## config.mk

```make
export PLATFORM = sky130hd
export DESIGN_NAME = uart_rcv_cfg
export DESIGN_NICKNAME = d
export VERILOG_FILES = /design/src/rtl/uart_rcv_cfg.sv
export SDC_FILE = /design/constraint.sdc
export NUM_CORES = 1
export LEC_CHECK = 0
export BUFFER_PORTS_ARGS = -buffer_cell sky130_fd_sc_hd__buf_2
export CAP_MARGIN = 30
export CORE_UTILIZATION = 35
export DETAILED_ROUTE_END_ITERATION = 16
export GPL_TIMING_DRIVEN = 0
export HOLD_SLACK_MARGIN = 0.08
export SYNTH_ARGS = -nofsm -noshare
export SYNTH_HDL_FRONTEND = slang
export SYNTH_SLANG_ARGS = --single-unit
```

## constraint.sdc

```tcl
create_clock -name clk -period 2.8 [get_ports clk]
set_input_delay 0 -clock clk [delete_from_list [all_inputs] [get_ports clk]]
set_output_delay 0 -clock clk [all_outputs]
set_load 0.1 [all_outputs]
```

## src/rtl/uart_rcv_cfg.sv

```systemverilog
// Parametrised UART receiver: DATA_BITS data bits LSB first, optional even/odd parity, one stop bit.
// Latency: rdy rises BAUD_DIV/2 + (1+DATA_BITS+(PARITY!=0))*BAUD_DIV + 1 clk after the RX_safe start edge.
// Backpressure: none; a frame completing while rdy is still set overwrites rx_data and sets overrun.
module uart_rcv_cfg #(
   parameter int DATA_BITS = 8,
   parameter int BAUD_DIV  = 2604,
   parameter int PARITY    = 0,
   parameter int CNT_W     = 12
) (
   input  logic                 clk,
   input  logic                 rst_n,
   input  logic                 RX,
   input  logic                 clr_rdy,
   output logic [DATA_BITS-1:0] rx_data,
   output logic                 rdy,
   output logic                 parity_err,
   output logic                 frame_err,
   output logic                 overrun
);

   localparam int BIT_W = $clog2(DATA_BITS + 1);
   localparam logic [CNT_W-1:0] RELOAD   = CNT_W'(BAUD_DIV - 1);
   localparam logic [CNT_W-1:0] HALF     = CNT_W'(BAUD_DIV / 2 - 1);
   localparam logic [BIT_W-1:0] LAST_BIT = BIT_W'(DATA_BITS - 1);

   typedef enum logic [2:0] {IDLE, START, DATA, PAR, STOP} state_t;

   state_t               state;
   logic [CNT_W-1:0]     baud_cnt;
   logic [BIT_W-1:0]     bit_cnt;
   logic [DATA_BITS-1:0] shreg;
   logic                 par_err_q;
   logic                 rx_meta;
   logic                 rx_safe;
   logic                 rx_prev;
   logic                 strobe;
   logic                 par_x;
   logic                 par_bad;

   // mid-bit sample point: counter expiry while a frame is in progress
   assign strobe  = (state != IDLE) && (baud_cnt == '0);
   // parity over the full data word plus the parity bit being sampled now
   assign par_x   = (^shreg) ^ rx_safe;
   assign par_bad = (PARITY == 2) ? ~par_x : par_x;

   // two-flop synchroniser plus one delayed copy for start-edge detection; idle-high reset
   always_ff @(posedge clk or negedge rst_n) begin
      if (!rst_n) begin
         rx_meta <= 1'b1;
         rx_safe <= 1'b1;
         rx_prev <= 1'b1;
      end else begin
         rx_meta <= RX;
         rx_safe <= rx_meta;
         rx_prev <= rx_safe;
      end
   end

   // frame FSM with baud counter, bit counter, shift register and registered outputs
   always_ff @(posedge clk or negedge rst_n) begin
      if (!rst_n) begin
         state      <= IDLE;
         baud_cnt   <= '0;
         bit_cnt    <= '0;
         shreg      <= '0;
         par_err_q  <= 1'b0;
         rx_data    <= '0;
         rdy        <= 1'b0;
         parity_err <= 1'b0;
         frame_err  <= 1'b0;
         overrun    <= 1'b0;
      end else begin
         // consumer acknowledge; a completion later in this block overrides it
         if (clr_rdy) begin
            rdy     <= 1'b0;
            overrun <= 1'b0;
         end

         if (strobe) begin
            baud_cnt <= RELOAD;
         end else if (state != IDLE) begin
            baud_cnt <= baud_cnt - 1'b1;
         end

         case (state)
            IDLE: begin
               // only a true 1->0 edge starts a frame, so a held-low break cannot retrigger
               if (!rx_safe && rx_prev) begin
                  state    <= START;
                  baud_cnt <= HALF;
               end
            end
            START: begin
               if (strobe) begin
                  if (!rx_safe) begin
                     state   <= DATA;
                     bit_cnt <= '0;
                  end else begin
                     state <= IDLE;
                  end
               end
            end
            DATA: begin
               if (strobe) begin
                  shreg   <= {rx_safe, shreg[DATA_BITS-1:1]};
                  bit_cnt <= bit_cnt + 1'b1;
                  if (bit_cnt == LAST_BIT) begin
                     state <= (PARITY != 0) ? PAR : STOP;
                  end
               end
            end
            PAR: begin
               if (strobe) begin
                  par_err_q <= par_bad;
                  state     <= STOP;
               end
            end
            STOP: begin
               // deliver at mid-stop so the next start edge can be caught in the second half
               if (strobe) begin
                  state      <= IDLE;
                  rx_data    <= shreg;
                  rdy        <= 1'b1;
                  frame_err  <= ~rx_safe;
                  parity_err <= (PARITY != 0) ? par_err_q : 1'b0;
                  if (rdy && !clr_rdy) begin
                     overrun <= 1'b1;
                  end
               end
            end
            default: state <= IDLE;
         endcase
      end
   end

endmodule

```

==> results_dict.tcl <==
set metrics [dict create \
    status "finished clean" \
    syn_inst 163 \
    r2r-start "baud_cnt[0]$_DFF_PN0_" \
    cts_tree "done" \
    gp_congestion 0.838 \
    top_usage_layer "met2" \
    htreeDepth 2 \
    syn_nets 170 \
    pin_count 16 \
    synthTopCellsByArea "dfrtp_1 (51%), mux2_2 (7.2%), dfstp_2 (4.2%), mux2_1 (3.0%), nor3_1 (2.4%)" \
    yosys_warnings 0 \
    finalSetupTns_ns 0 \
    critPathSlowestCell "nor4b_4" \
    dr.pass1.iters 4 \
    post_cts_buffers 0 \
    cts_sinks 41 \
    synth_top_family_by_area "simple AND/OR/NAND/NOR gates" \
    hp-class "input pin to flop" \
    routed-via-count 1342 \
    grt_use_met3 0.0589 \
    grt_usage 0.153 \
    final_cell_mix "dfrtp_1 (38), buf_2 (17), mux2_2 (12)" \
    drive_gt1_frac 0.229 \
    postRouteAntennaNets 0 \
    ir_worst_vdd_v 0.000327 \
    slew_headroom 0.343 \
    setup-violations-final 0 \
    fillers 526 \
    combPwrFrac 0.222 \
    dieHeight_um 75.1 \
    worstPathRequired_ns 2.98 \
    synthAdderAreaFrac 0.0201 \
    startpoint "baud_cnt[0]$_DFF_PN0_" \
    dp_hpwl_mm 2.42 \
    yosys.area_share.xor_xnor 0.0328 \
    clock_skew_ns 0.00549 \
    register_area_um2 1030 \
    min-delay-start "RX" \
    dieArea_um2 5640 \
    hold_path_depth 2 \
    slew_viol_final 0 \
    nets 194 \
    clock.fmax_mhz 409 \
    final_hold_viol_count 0 \
    grt_pass1_vias 1393 \
    p_int_uw 990 \
    core_region_area_um2 5140 \
    totalWireLength_mm 3.59 \
    end_kind "flop" \
    multi_input_area_um2 790 \
    power.density_nw_per_um2 694 \
    cts-root-buf "clkbuf_8" \
    period_share 0.872 \
    drc 0 \
    grt_pass1_wl_mm 6.37 \
    crit_arrival_ns 2.62 \
    avgSynthCellArea_um2 11.5 \
    clkPwrFrac 0.259 \
    muxShareOfSynthArea 0.108 \
    fin_crit_ns 2.44 \
    rows 26 \
    slowest_delay_ns 0.50 \
    fin_hold_ws_ns 0.353 \
    synthesis.area_um2 1870 \
    synth_top_cell_by_area "dfrtp_1" \
    drv_cap 0 \
    cp_max_fo 10 \
    tightest_slew_ns 0.971 \
    yosys.area_share.simple 0.179 \
    antenna_found_initial 0 \
    rsz0062_at_grt "no" \
    p_seq_frac 0.519 \
    grt_max_degree 42 \
    viasPerCell 5.20 \
    switching_share 0.336 \
    ys_ff_latch 41 \
    wl_per_cell_um 13.9 \
    synth_top_area_frac 0.509 \
    io_buffers 14 \
    initial_core_util 0.364 \
    grt.overflow.total 0 \
    clkLatencyLatePin_ns 0.29 \
    worstSetupPathType "flop to flop" \
    path_cells "inv_1 > ha_1 > nor3b_1 > nor4b_4 > nand3_1 > buf_2 > mux2_1" \
    gr-usage-met1 0.195 \
    drtIter0Drc 82 \
    p_sw_uw 500 \
    worst-r2r-cell-count 7 \
    die_w_um 75.1 \
    crit_path_start_kind "flop" \
    met2_usage 0.246 \
    final_common_cell "dfrtp_1" \
    cts_buffers 5 \
    cts_buffer_depth 2 \
    synth-compound-area-share 0.0790 \
    ys_seq_area_frac 0.551 \
    synthToLayoutAreaGrowth_pct 14.9 \
    ys_types 41 \
    clkSlewWorstSetupHoldPaths_ns 0.08 \
    p_leak_uw 0.000988 \
    diodes 0 \
]
## worst paths after layout
path	end	slack, ns
max in group asynchronous	shreg[2]$_DFFE_PN0P_	1.86
worst max-delay path	rx_data[5]$_DFFE_PN0P_	0.36
min in group asynchronous	baud_cnt[5]$_DFF_PN0_	0.38
worst min-delay path	rx_meta$_DFF_PN1_	0.35
worst max register to register	rx_data[5]$_DFFE_PN0P_	0.36
worst min register to register	rx_safe$_DFF_PN1_	0.36
## power by group through the flow
| stage | Clock, uW | Sequential, uW | Combinational (uW) |
|---|---|---|---|
| 2_1_floorplan | 0 | 758 | 259 |
| 3_3_place_gp | 0 | 782 | 320 |
| 3_5_place_dp | 0 | 783 | 329 |
| 4_1_cts | 399 | 771 | 333 |
| 5_1_grt | 433 | 788 | 371 |
| 6_report | 387 | 773 | 331 |
## cell type report
type | instances | share of cell area
sequential | 41 | 0.480
buffer | 7 | 0.0157
clock buffer | 6 | 0.0338
tap | 70 | 0.0408
inverter | 5 | 0.00874
timing repair buffer | 17 | 0.0466
clock inverter | 2 | 0.00699
multi-input combinational | 110 | 0.368
## cells by family (layout without fill, tap and decap cells)
group                    after synthesis  count (layout)
adder cells (fa/ha/maj)                3               3
buffers and inverters                 12              37
AO/OA/AOI/OAI                         24              24
XOR/XNOR                               7               7
flip-flops                            41              41
AND/OR/NAND/NOR                       57              57
multiplexers                          18              18
other                                  1               1
## state kept, by name (all words and copies together), names as in the netlist
| signal | flops |
|---|---|
| rx_meta | 1 |
| overrun | 1 |
| rx_data | 8 |
| rdy | 1 |
| frame_err | 1 |
| rx_safe | 1 |
| state | 3 |
| bit_cnt | 4 |
| baud_cnt | 12 |
| shreg | 8 |
| rx_prev | 1 |
## layer usage
layer / vias up / routed length [um]
met1: 670 / 1770
met2: 32 / 1620
met3: 6 / 158
met4: 0 / 38
li1: 634 / -
met5: - / 0
## Yosys cell counts
library cell,number
dfrtp_1,38
mux2_2,12
nor3_1,9
nor2_1,8
o21ai_0,8
a21oi_1,7
nand2_1,7
nand3_1,7
inv_1,5
mux2_1,5
xnor2_1,5
nand2b_1,4
nor4_1,4
buf_2,3
clkbuf_1,3
dfstp_2,3
ha_1,3
or3_1,3
a31oi_1,2
and3_1,2
nor2b_1,2
nor3b_1,2
nor4b_1,2
xor2_1,2
a211oi_2,1
a22oi_1,1
a32o_1,1
and4_1,1
buf_4,1
conb_1,1
mux2i_1,1
nand3b_1,1
nand4_1,1
nand4b_1,1
nor4b_4,1
o211ai_1,1
o22ai_1,1
o31ai_1,1
o41ai_1,1
or4_1,1
or4b_1,1
## what timing repair did
item | 4_1_cts | 5_1_grt
endpoints found under the hold margin | 41 | 0
resized for setup | 0 | 1
setup endpoints to repair | 0 | 1
hold buffers | 3 | 0
## per-stage QoR
stage          std cells  total power (uW)  cell area, um^2  utilization  worst slack [ns]
2_1_floorplan        163              1020             1870            -             0.509
3_3_place_gp         247              1100             2030        0.394             0.382
3_5_place_dp         247              1110             2030        0.394             0.304
4_1_cts              258              1500             2140        0.417             0.294
5_1_grt              258              1590             2150        0.418             0.107
6_report             258              1490             2150        0.418             0.357
## worst max-delay path, delay by kind of cell (launching register included)
family / cells / cell delay (ns)
buf+inv: 2 / 0.35
mux: 1 / 0.33
simple gates: 3 / 1.05
flops: 1 / 0.45
fa+ha+maj: 1 / 0.15
No activity file was read; power rests on OpenSTA's default activity.
